===== src/rtl/calc_param.sv =====
// calc_param: accumulator calculator with multi-cycle shifts and a circular undo history.
module calc_param #(
    parameter int WIDTH = 16,
    parameter int DEPTH = 4
) (
    input  logic                       clk,
    input  logic                       rst_n,
    input  logic [2:0]                 func,
    input  logic                       ex,
    input  logic                       undo,
    input  logic [WIDTH-1:0]           operand,
    output logic [WIDTH-1:0]           result,
    output logic                       busy,
    output logic                       overflow,
    output logic [$clog2(DEPTH+1)-1:0] hist_cnt
);
    localparam int SW = $clog2(WIDTH);
    localparam int CW = $clog2(DEPTH + 1);
    localparam int PW = (DEPTH > 1) ? $clog2(DEPTH) : 1;
    typedef enum logic {IDLE, SHIFT} state_t;
    state_t           state;
    logic             ex_d, undo_d, sh_right, ex_go, undo_go, push, alu_ov;
    logic [SW-1:0]    sh_cnt, amt;
    logic [PW-1:0]    wp, wp_next, wp_prev;
    logic [WIDTH-1:0] sum, dif, alu;
    logic [WIDTH-1:0] hist [DEPTH];
    assign ex_go   = ex & ~ex_d;
    assign undo_go = undo & ~undo_d;
    assign push    = (state == IDLE) & ex_go;
    assign busy    = (state == SHIFT);
    assign amt     = operand[SW-1:0];
    // wp points at the next free slot; the newest entry sits just behind it
    assign wp_next = (wp == PW'(DEPTH - 1)) ? '0 : wp + 1'b1;
    assign wp_prev = (wp == '0) ? PW'(DEPTH - 1) : wp - 1'b1;
    assign sum     = result + operand;
    assign dif     = result - operand;
    assign alu     = (func == 3'b000) ? sum :
                     (func == 3'b001) ? dif :
                     (func == 3'b010) ? result & operand :
                     (func == 3'b011) ? result | operand :
                     (func == 3'b100) ? result ^ operand :
                     (func == 3'b101) ? {{(WIDTH-1){1'b0}}, $signed(result) < $signed(operand)} :
                     result;
    assign alu_ov  = (func == 3'b000) ? (result[WIDTH-1] == operand[WIDTH-1]) && (sum[WIDTH-1] != result[WIDTH-1]) :
                     (func == 3'b001) ? (result[WIDTH-1] != operand[WIDTH-1]) && (dif[WIDTH-1] != result[WIDTH-1]) :
                     1'b0;
    always_ff @(posedge clk or negedge rst_n) begin
        if (!rst_n) begin
            state    <= IDLE;
            result   <= '0;
            overflow <= 1'b0;
            hist_cnt <= '0;
            ex_d     <= 1'b0;
            undo_d   <= 1'b0;
            wp       <= '0;
            sh_cnt   <= '0;
            sh_right <= 1'b0;
        end else begin
            ex_d   <= ex;
            undo_d <= undo;
            if (state == SHIFT) begin
                result <= sh_right ? {result[WIDTH-1], result[WIDTH-1:1]} : {result[WIDTH-2:0], 1'b0};
                sh_cnt <= sh_cnt - 1'b1;
                if (sh_cnt == SW'(1)) state <= IDLE;
            end else if (ex_go) begin
                result   <= alu;
                overflow <= alu_ov;
                wp       <= wp_next;
                if (hist_cnt != CW'(DEPTH)) hist_cnt <= hist_cnt + 1'b1;
                if (func[2:1] == 2'b11 && amt != '0) begin
                    state    <= SHIFT;
                    sh_cnt   <= amt;
                    sh_right <= func[0];
                end
            end else if (undo_go && hist_cnt != '0) begin
                result   <= hist[wp_prev];
                wp       <= wp_prev;
                hist_cnt <= hist_cnt - 1'b1;
                overflow <= 1'b0;
            end
        end
    end
    always_ff @(posedge clk) begin
        if (push) hist[wp] <= result;
    end
endmodule


===== config.mk =====
export PLATFORM = sky130hd
export DESIGN_NAME = calc_param
export DESIGN_NICKNAME = d
export VERILOG_FILES = /design/src/rtl/calc_param.sv
export SDC_FILE = /design/constraint.sdc
export NUM_CORES = 1
export LEC_CHECK = 0
export ABC_AREA = 1
export ABC_CLOCK_PERIOD_IN_PS = 4650
export CORE_ASPECT_RATIO = 0.9
export CORE_MARGIN = 2
export CORE_UTILIZATION = 55
export DETAILED_ROUTE_END_ITERATION = 8
export DONT_BUFFER_PORTS = 1
export PLACE_DENSITY = 0.78
export SLEW_MARGIN = 20
export SYNTH_ARGS = -nofsm -noshare
export SYNTH_HDL_FRONTEND = slang
export SYNTH_SLANG_ARGS = --single-unit

===== constraint.sdc =====
create_clock -name clk -period 4.65 [get_ports clk]
set_input_delay 0.93 -clock clk [delete_from_list [all_inputs] [get_ports clk]]
set_output_delay 0.93 -clock clk [all_outputs]
set_load 0.005 [all_outputs]

# --- After elaboration in Yosys (flattened, before gate mapping) ---
# Memories as Yosys holds them, arrays and structs flattened.
# Cells that the tools add are included.
classes:
  n_eq_ne: 16
  bitwise: 9
  reduce_logical: 18
  add_sub_neg: 7
  mux: 30
  order_cmp: 1
op_table:
  columns: ["operator", "n"]
  rows:
  - ["two-way mux 16 bit", 10]
  - ["adder 16 bit", 1]
  - ["bitwise AND 16 bit", 1]
  - ["< comparator 16 bit", 1]
  - ["OR 16 bit", 1]
  - ["subtractor 16 bit", 1]
  - ["XOR 16 bit", 1]
  - ["two-way mux 4 bit", 3]
  - ["two-way mux 1 bit", 10]
  - ["two-way mux 3 bit", 3]
  - ["AND reduction 3 bit", 3]
  - ["two-way mux 2 bit", 4]
  - ["!= test 8 x 2 -> 1 bit, second input constant", 1]
  - ["equality test 3 x 2 -> 1 bit, second input constant", 2]
  - ["equality test 3 bit, second input constant", 2]
  - ["AND reduction 2 bit", 3]
  - ["nonzero test 2 bit", 3]
  - ["nonzero test 3 bit", 2]
  - ["equality test 2 bit, second input constant", 2]
  - ["equality test 4 x 1 -> 1 bit, second input constant", 1]
  - ["logical AND 1 bit", 4]
  - ["nonzero test 4 bit", 1]
  - ["subtractor 4 x 1 -> 4 bit, second input constant", 1]
  - ["adder 3 x 1 -> 3 bit, second input constant", 1]
  - ["other kinds (13)", 19]
totals:
  out_inout_bits: 21
  ramBits: 64
  n_memories: 1
  wordCells: 92
  reg_bits: 30
memory_table:
  columns: ["name", "depth", "word_bits", "read_ports", "rd_ports_with_merged_regs", "wr", "line_no", "source"]
  rows:
  - ["hist", 4, 16, 1, 0, 1, "26", "logic [WIDTH-1:0] hist [DEPTH];"]

# --- Logic depth before layout (Yosys ltp) ---
depth:
  depth_word: 9
  depth_mapped: 18
  depth_no_buf: 18

# --- Worst setup path before layout ---
# No wires, ideal clock.
synth_timing:
  path_kind: "input port to flip-flop"
  start: "input operand[0]"
  end: "register result[10]"
  arrival_ns: 2.446
  slack_ns: 2.117
  path_buffers: 0
  required_ns: 4.563
  cell_stages: 14
  setup_time_ns: 0.087
  cell_sequence: "ha_1 > fa_1 > nor2_1 > nand2_1 > nand2_1 > nand2_2 > nand2_4 > nand2_2 > nand2_2 > xor2_1 > nand2_1 > nand3_1 > nand2_1 > a22oi_1"
synth_between:
  elab_chain_len: 5
synth_lines:
  columns: ["element", "line_no", "source"]
  rows:
  - ["start, declared", "11", "input logic [WIDTH-1:0] operand,"]
  - ["subtractor 16 bit", "36", "assign dif = result - operand;"]
  - ["two-way mux 16 bit", "38", "(func == 3'b001) ? dif :"]
  - ["two-way mux 16 bit *", "37", "assign alu = (func == 3'b000) ? sum :"]
  - ["two-way mux 16 bit *", "65", "end else if (ex_go) begin"]
  - ["two-way mux 16 bit *", "61", "if (state == SHIFT) begin"]
  - ["end signal, assigned", "62", "result <= sh_right ? {result[WIDTH-1], result[WIDTH-1:1]} : {result[WIDTH-2:0], 1'b0};"]
  - ["end signal, assigned", "66", "result <= alu;"]
  - ["end signal, assigned", "76", "result <= hist[wp_prev];"]
  - ["end, declared", "12", "output logic [WIDTH-1:0] result,"]
# Mark *: on every way between the ends. The rest lies on a longest branch, timed or not.
# A chain may end at the register's enable or synchronous reset.

# --- Worst setup path in the final report ---
layout_timing:
  start: "register result[2]"
  end: "register result[15]"
layout_between:
  elab_chain_len: 5
layout_lines:
  columns: ["element", "line_no"]
  rows:
  - ["subtractor 16 bit", "36"]
  - ["two-way mux 16 bit", "38"]
  - ["two-way mux 16 bit *", "37"]
  - ["two-way mux 16 bit *", "65"]
  - ["two-way mux 16 bit *", "61"]
# Marked as above.

==> results.py <==
metrics = {
    "clocking": {
        "clock_tree.buffer_depth": 2,
        "cts-buffers-inserted": 9,
        "numClockSinks": 94,
        "post_cts_buffers": 0,
        "cts_resized": 0,
        "ctsHoldBuffers": 0,
        "clkTransAtPathRegs_ns": 0.06,
        "cts_tree": "yes",
        "root_buffer": "clkbuf_16",
        "clk_latency_ns": 0.35,
        "cts.htree.levels": 3,
    },
    "placed_design": {
        "dp_hpwl_mm": 13.5,
        "dp.cells": 938,
        "place_ws_ns": 1.73,
        "port_buffers": 0,
        "gp_congestion": 0.953,
    },
    "worst_setup_path": {
        "crit_chain": "inv_1, ha_1, inv_4, nand2_1, o21ai_2, nand3_1, nand2_1, nand3b_1, nand3_1, nand3_2, nand2_1, nand2_1, a21boi_2",
        "critPathArrivalTime_ns": 2.95,
        "crit_fanout": 10,
        "slowest_stage": "dfrtp_1",
        "r2r_end": "result[15]",
        "path_common_cell": "nand2_1",
        "worst_setup_path_start_kind": "flop",
        "setup.worst_path.end": "result[15]",
        "timing.rr.start": "result[2]",
        "ff2ff_setup_slack_ns": 1.97,
        "required_ns": 4.92,
        "crit_type": "reg2reg",
        "crit_path_start": "result[2]",
        "end_kind": "flop",
        "slowest_delay_ns": 0.59,
        "rr_worst_depth": 13,
    },
    "drt": {
        "wl_per_cell_um": 19.1,
        "antenna_left": 0,
        "vias": 5809,
        "routed_via_density": 6.09,
        "route.detailed.drc": 0,
        "dr.first_iter.drc_count": 697,
        "finalWirelength_mm": 18.2,
        "first_pass_iters": 5,
    },
    "cells_and_area": {
        "syn2layout_area_growth_pct": 5.84,
        "num_antenna_cells": 0,
        "layoutNonFillerInstCount": 954,
        "drive_gt1_frac": 0.0932,
        "layout.nets": 871,
        "fillers": 1056,
        "postLayoutCoreUtil": 0.593,
    },
    "pwr": {
        "seqPwrFrac": 0.309,
        "p_leak_nw": 3.01,
        "clock_power_share": 0.159,
        "p_int_mw": 2.50,
        "fin_total_pwr_mw": 4.96,
        "power.net_switching_mw": 2.46,
        "vdd_drop_max_v": 0.000222,
        "p_comb_frac": 0.532,
        "power_density_nw_per_um2": 702,
        "switching_share": 0.495,
    },
    "logic_synthesis": {
        "syn_inst": 801,
        "syn_area_um2": 6680,
        "synth_nets": 883,
        "ys_ff_latch": 94,
        "yosysWarnings": 0,
        "yosys.cell_types.count": 55,
        "ys_seq_area_frac": 0.400,
        "syn_avg_cell_area_um2": 8.34,
    },
    "global_routing": {
        "grt_max_degree": 34,
        "grt_use_total": 0.283,
        "grt.overflow.total": 0,
        "antenna_found_initial": 0,
        "grt_first_pass_wirelength_mm": 28.5,
        "grt_pass1_vias": 5403,
    },
    "sta": {
        "fmax_ghz": 0.373,
        "relSlewSlack": 0.408,
        "rsz0062_at_grt": "false",
        "tns_ns": 0,
        "slew_viol_final": 0,
        "fin_crit_sh": 0.577,
        "setup_violations": 0,
        "finalWorstSetupSlack_ns": 1.97,
        "fin_crit_ns": 2.68,
        "hold_viol_final": 0,
        "fin_skew_ns": 0.00744,
        "worst_pin_slew_ns": 0.887,
    },
    "die": {
        "start_util": 0.560,
        "ioPinCount": 44,
        "rows": 38,
        "core_um2": 11900,
        "die_h_um": 109,
        "die_area_um2": 13000,
        "fp.dieW_um": 120,
    },
    "flow_run": {
        "cap_violations": 0,
    },
    "hold_path": {
        "hold_class": "in2async",
    },
    "run_status": {
        "run_status": "finished clean",
    },
}
## cell usage in the layout, fill, tap and decap left out, drive strengths merged, types with 2 or more instances in the layout
cell type and count:
o211ai 6, nand2 127, or2 2, buf 6
o221ai 2, a22oi 3, inv 93, nor2 98
a221oi 2, clkinv 3, clkbuf 11, o21ai 77
a31oi 4, o21bai 4, nand4 2, nor3 10
edfxtp 64, fa 3, a211oi 9, ha 56
bufinv 2, nand3 48, dfrtp 30, a41oi 2
xor2 11, a21o 5, a21oi 75, o31ai 2
o22ai 31
## metrics by stage
stage / instance area, um2 / hold slack, ns
3_3_place_gp: 6750 / 0.544
5_1_grt: 7070 / 0.268
3_5_place_dp: 6750 / 0.558
2_1_floorplan: 6680 / 0.512
6_report: 7070 / 0.274
4_1_cts: 7070 / 0.270
## worst max-delay path: cells and delay by family, from the launching register on
| kind | cells | cell delay [ns] |
|---|---|---|
| AO/OA/AOI/OAI | 2 | 0.36 |
| flip-flops | 1 | 0.59 |
| buffers and inverters | 2 | 0.30 |
| adder cells (fa/ha/maj) | 1 | 0.44 |
| AND/OR/NAND/NOR | 8 | 0.94 |
## sequential cells by signal (all words and copies together), names as in the netlist
signal and cells:
ex_d 1, busy 1, overflow 1, result 16, hist 64, wp 2
hist_cnt 3, undo_d 1, sh_right 1, sh_cnt 4
## power groups by stage
stage,Combinational (mW),Clock [mW],Sequential (mW)
after global routing,2.91,0.828,1.56
after floorplan,2.05,0,1.35
after detailed placement,2.57,0,1.54
after global placement,2.50,0,1.52
final,2.64,0.791,1.53
after CTS,2.59,0.793,1.52
## worst min path at each step
| stage | slack, ns | endpoint | cells past startpoint | start |
|---|---|---|---|---|
| floorplan | 0.51 | sh_cnt[0] | 1 | sh_cnt[0] |
| global placement | 0.54 | sh_cnt[0] | 1 | sh_cnt[0] |
| detailed placement | 0.56 | sh_cnt[0] | 1 | sh_cnt[0] |
| CTS | 0.27 | wp[0] | 0 | rst_n |
| global route | 0.27 | sh_cnt[2] | 0 | rst_n |
| finish | 0.27 | hist_cnt[0] | 0 | rst_n |
## synth_stat cells (all sizes together)
| library cell | number | area (um2) |
|---|---|---|
| a221oi | 2 | 17.5 |
| o22ai | 31 | 194 |
| a21boi | 1 | 11.3 |
| o21ai | 77 | 393 |
| nor4 | 1 | 6.26 |
| buf | 14 | 98.8 |
| o21bai | 4 | 33.8 |
| a21oi | 75 | 417 |
| a211oi | 9 | 67.6 |
| inv | 92 | 355 |
| a31oi | 4 | 25.0 |
| edfxtp | 64 | 1920 |
| a22oi | 3 | 22.5 |
| o221ai | 2 | 17.5 |
| a21o | 5 | 37.5 |
| dfrtp | 30 | 751 |
| clkinv | 1 | 3.75 |
| a32oi | 1 | 8.76 |
| o211ai | 6 | 50.1 |
| nand4 | 2 | 12.5 |
| or2 | 2 | 12.5 |
| nor2 | 98 | 395 |
| o21a | 1 | 7.51 |
| xor2 | 11 | 96.3 |
| nand3b | 1 | 7.51 |
| ha | 56 | 701 |
| o31ai | 2 | 15.0 |
| fa | 3 | 60.1 |
| nand2 | 127 | 507 |
| nand3 | 48 | 255 |
| clkbuf | 15 | 83.8 |
| xnor2 | 1 | 8.76 |
| a41oi | 2 | 17.5 |
| nor3 | 10 | 71.3 |
## layer usage
metal / global-route usage / vias to the layer above / routed length [um]
li1: - / 2733 / -
met1: 0.407 / 2777 / 8100
met3: 0.0454 / 23 / 1620
met2: 0.438 / 276 / 8180
met4: 0.0966 / 0 / 280
met5: 0 / - / 0
## layout make-up
type | instances | area [um2] | share of cell area
flip-flops and latches | 94 | 2670 | 0.378
clock inverters | 5 | 82.6 | 0.0117
well taps | 160 | 200 | 0.0283
multi-input cells | 585 | 3470 | 0.491
clock buffers | 11 | 243 | 0.0343
repair buffers | 6 | 45.0 | 0.00637
inverters | 93 | 359 | 0.0508
## kinds of logic after synthesis
kind of cell | Yosys count | share of synthesized area
buf+inv | 122 | 0.0811
xor+xnor | 12 | 0.0157
simple gates | 289 | 0.190
flops | 94 | 0.400
compound gates | 225 | 0.200
fa+ha+maj | 59 | 0.114
(Power assumes the default switching activity.)
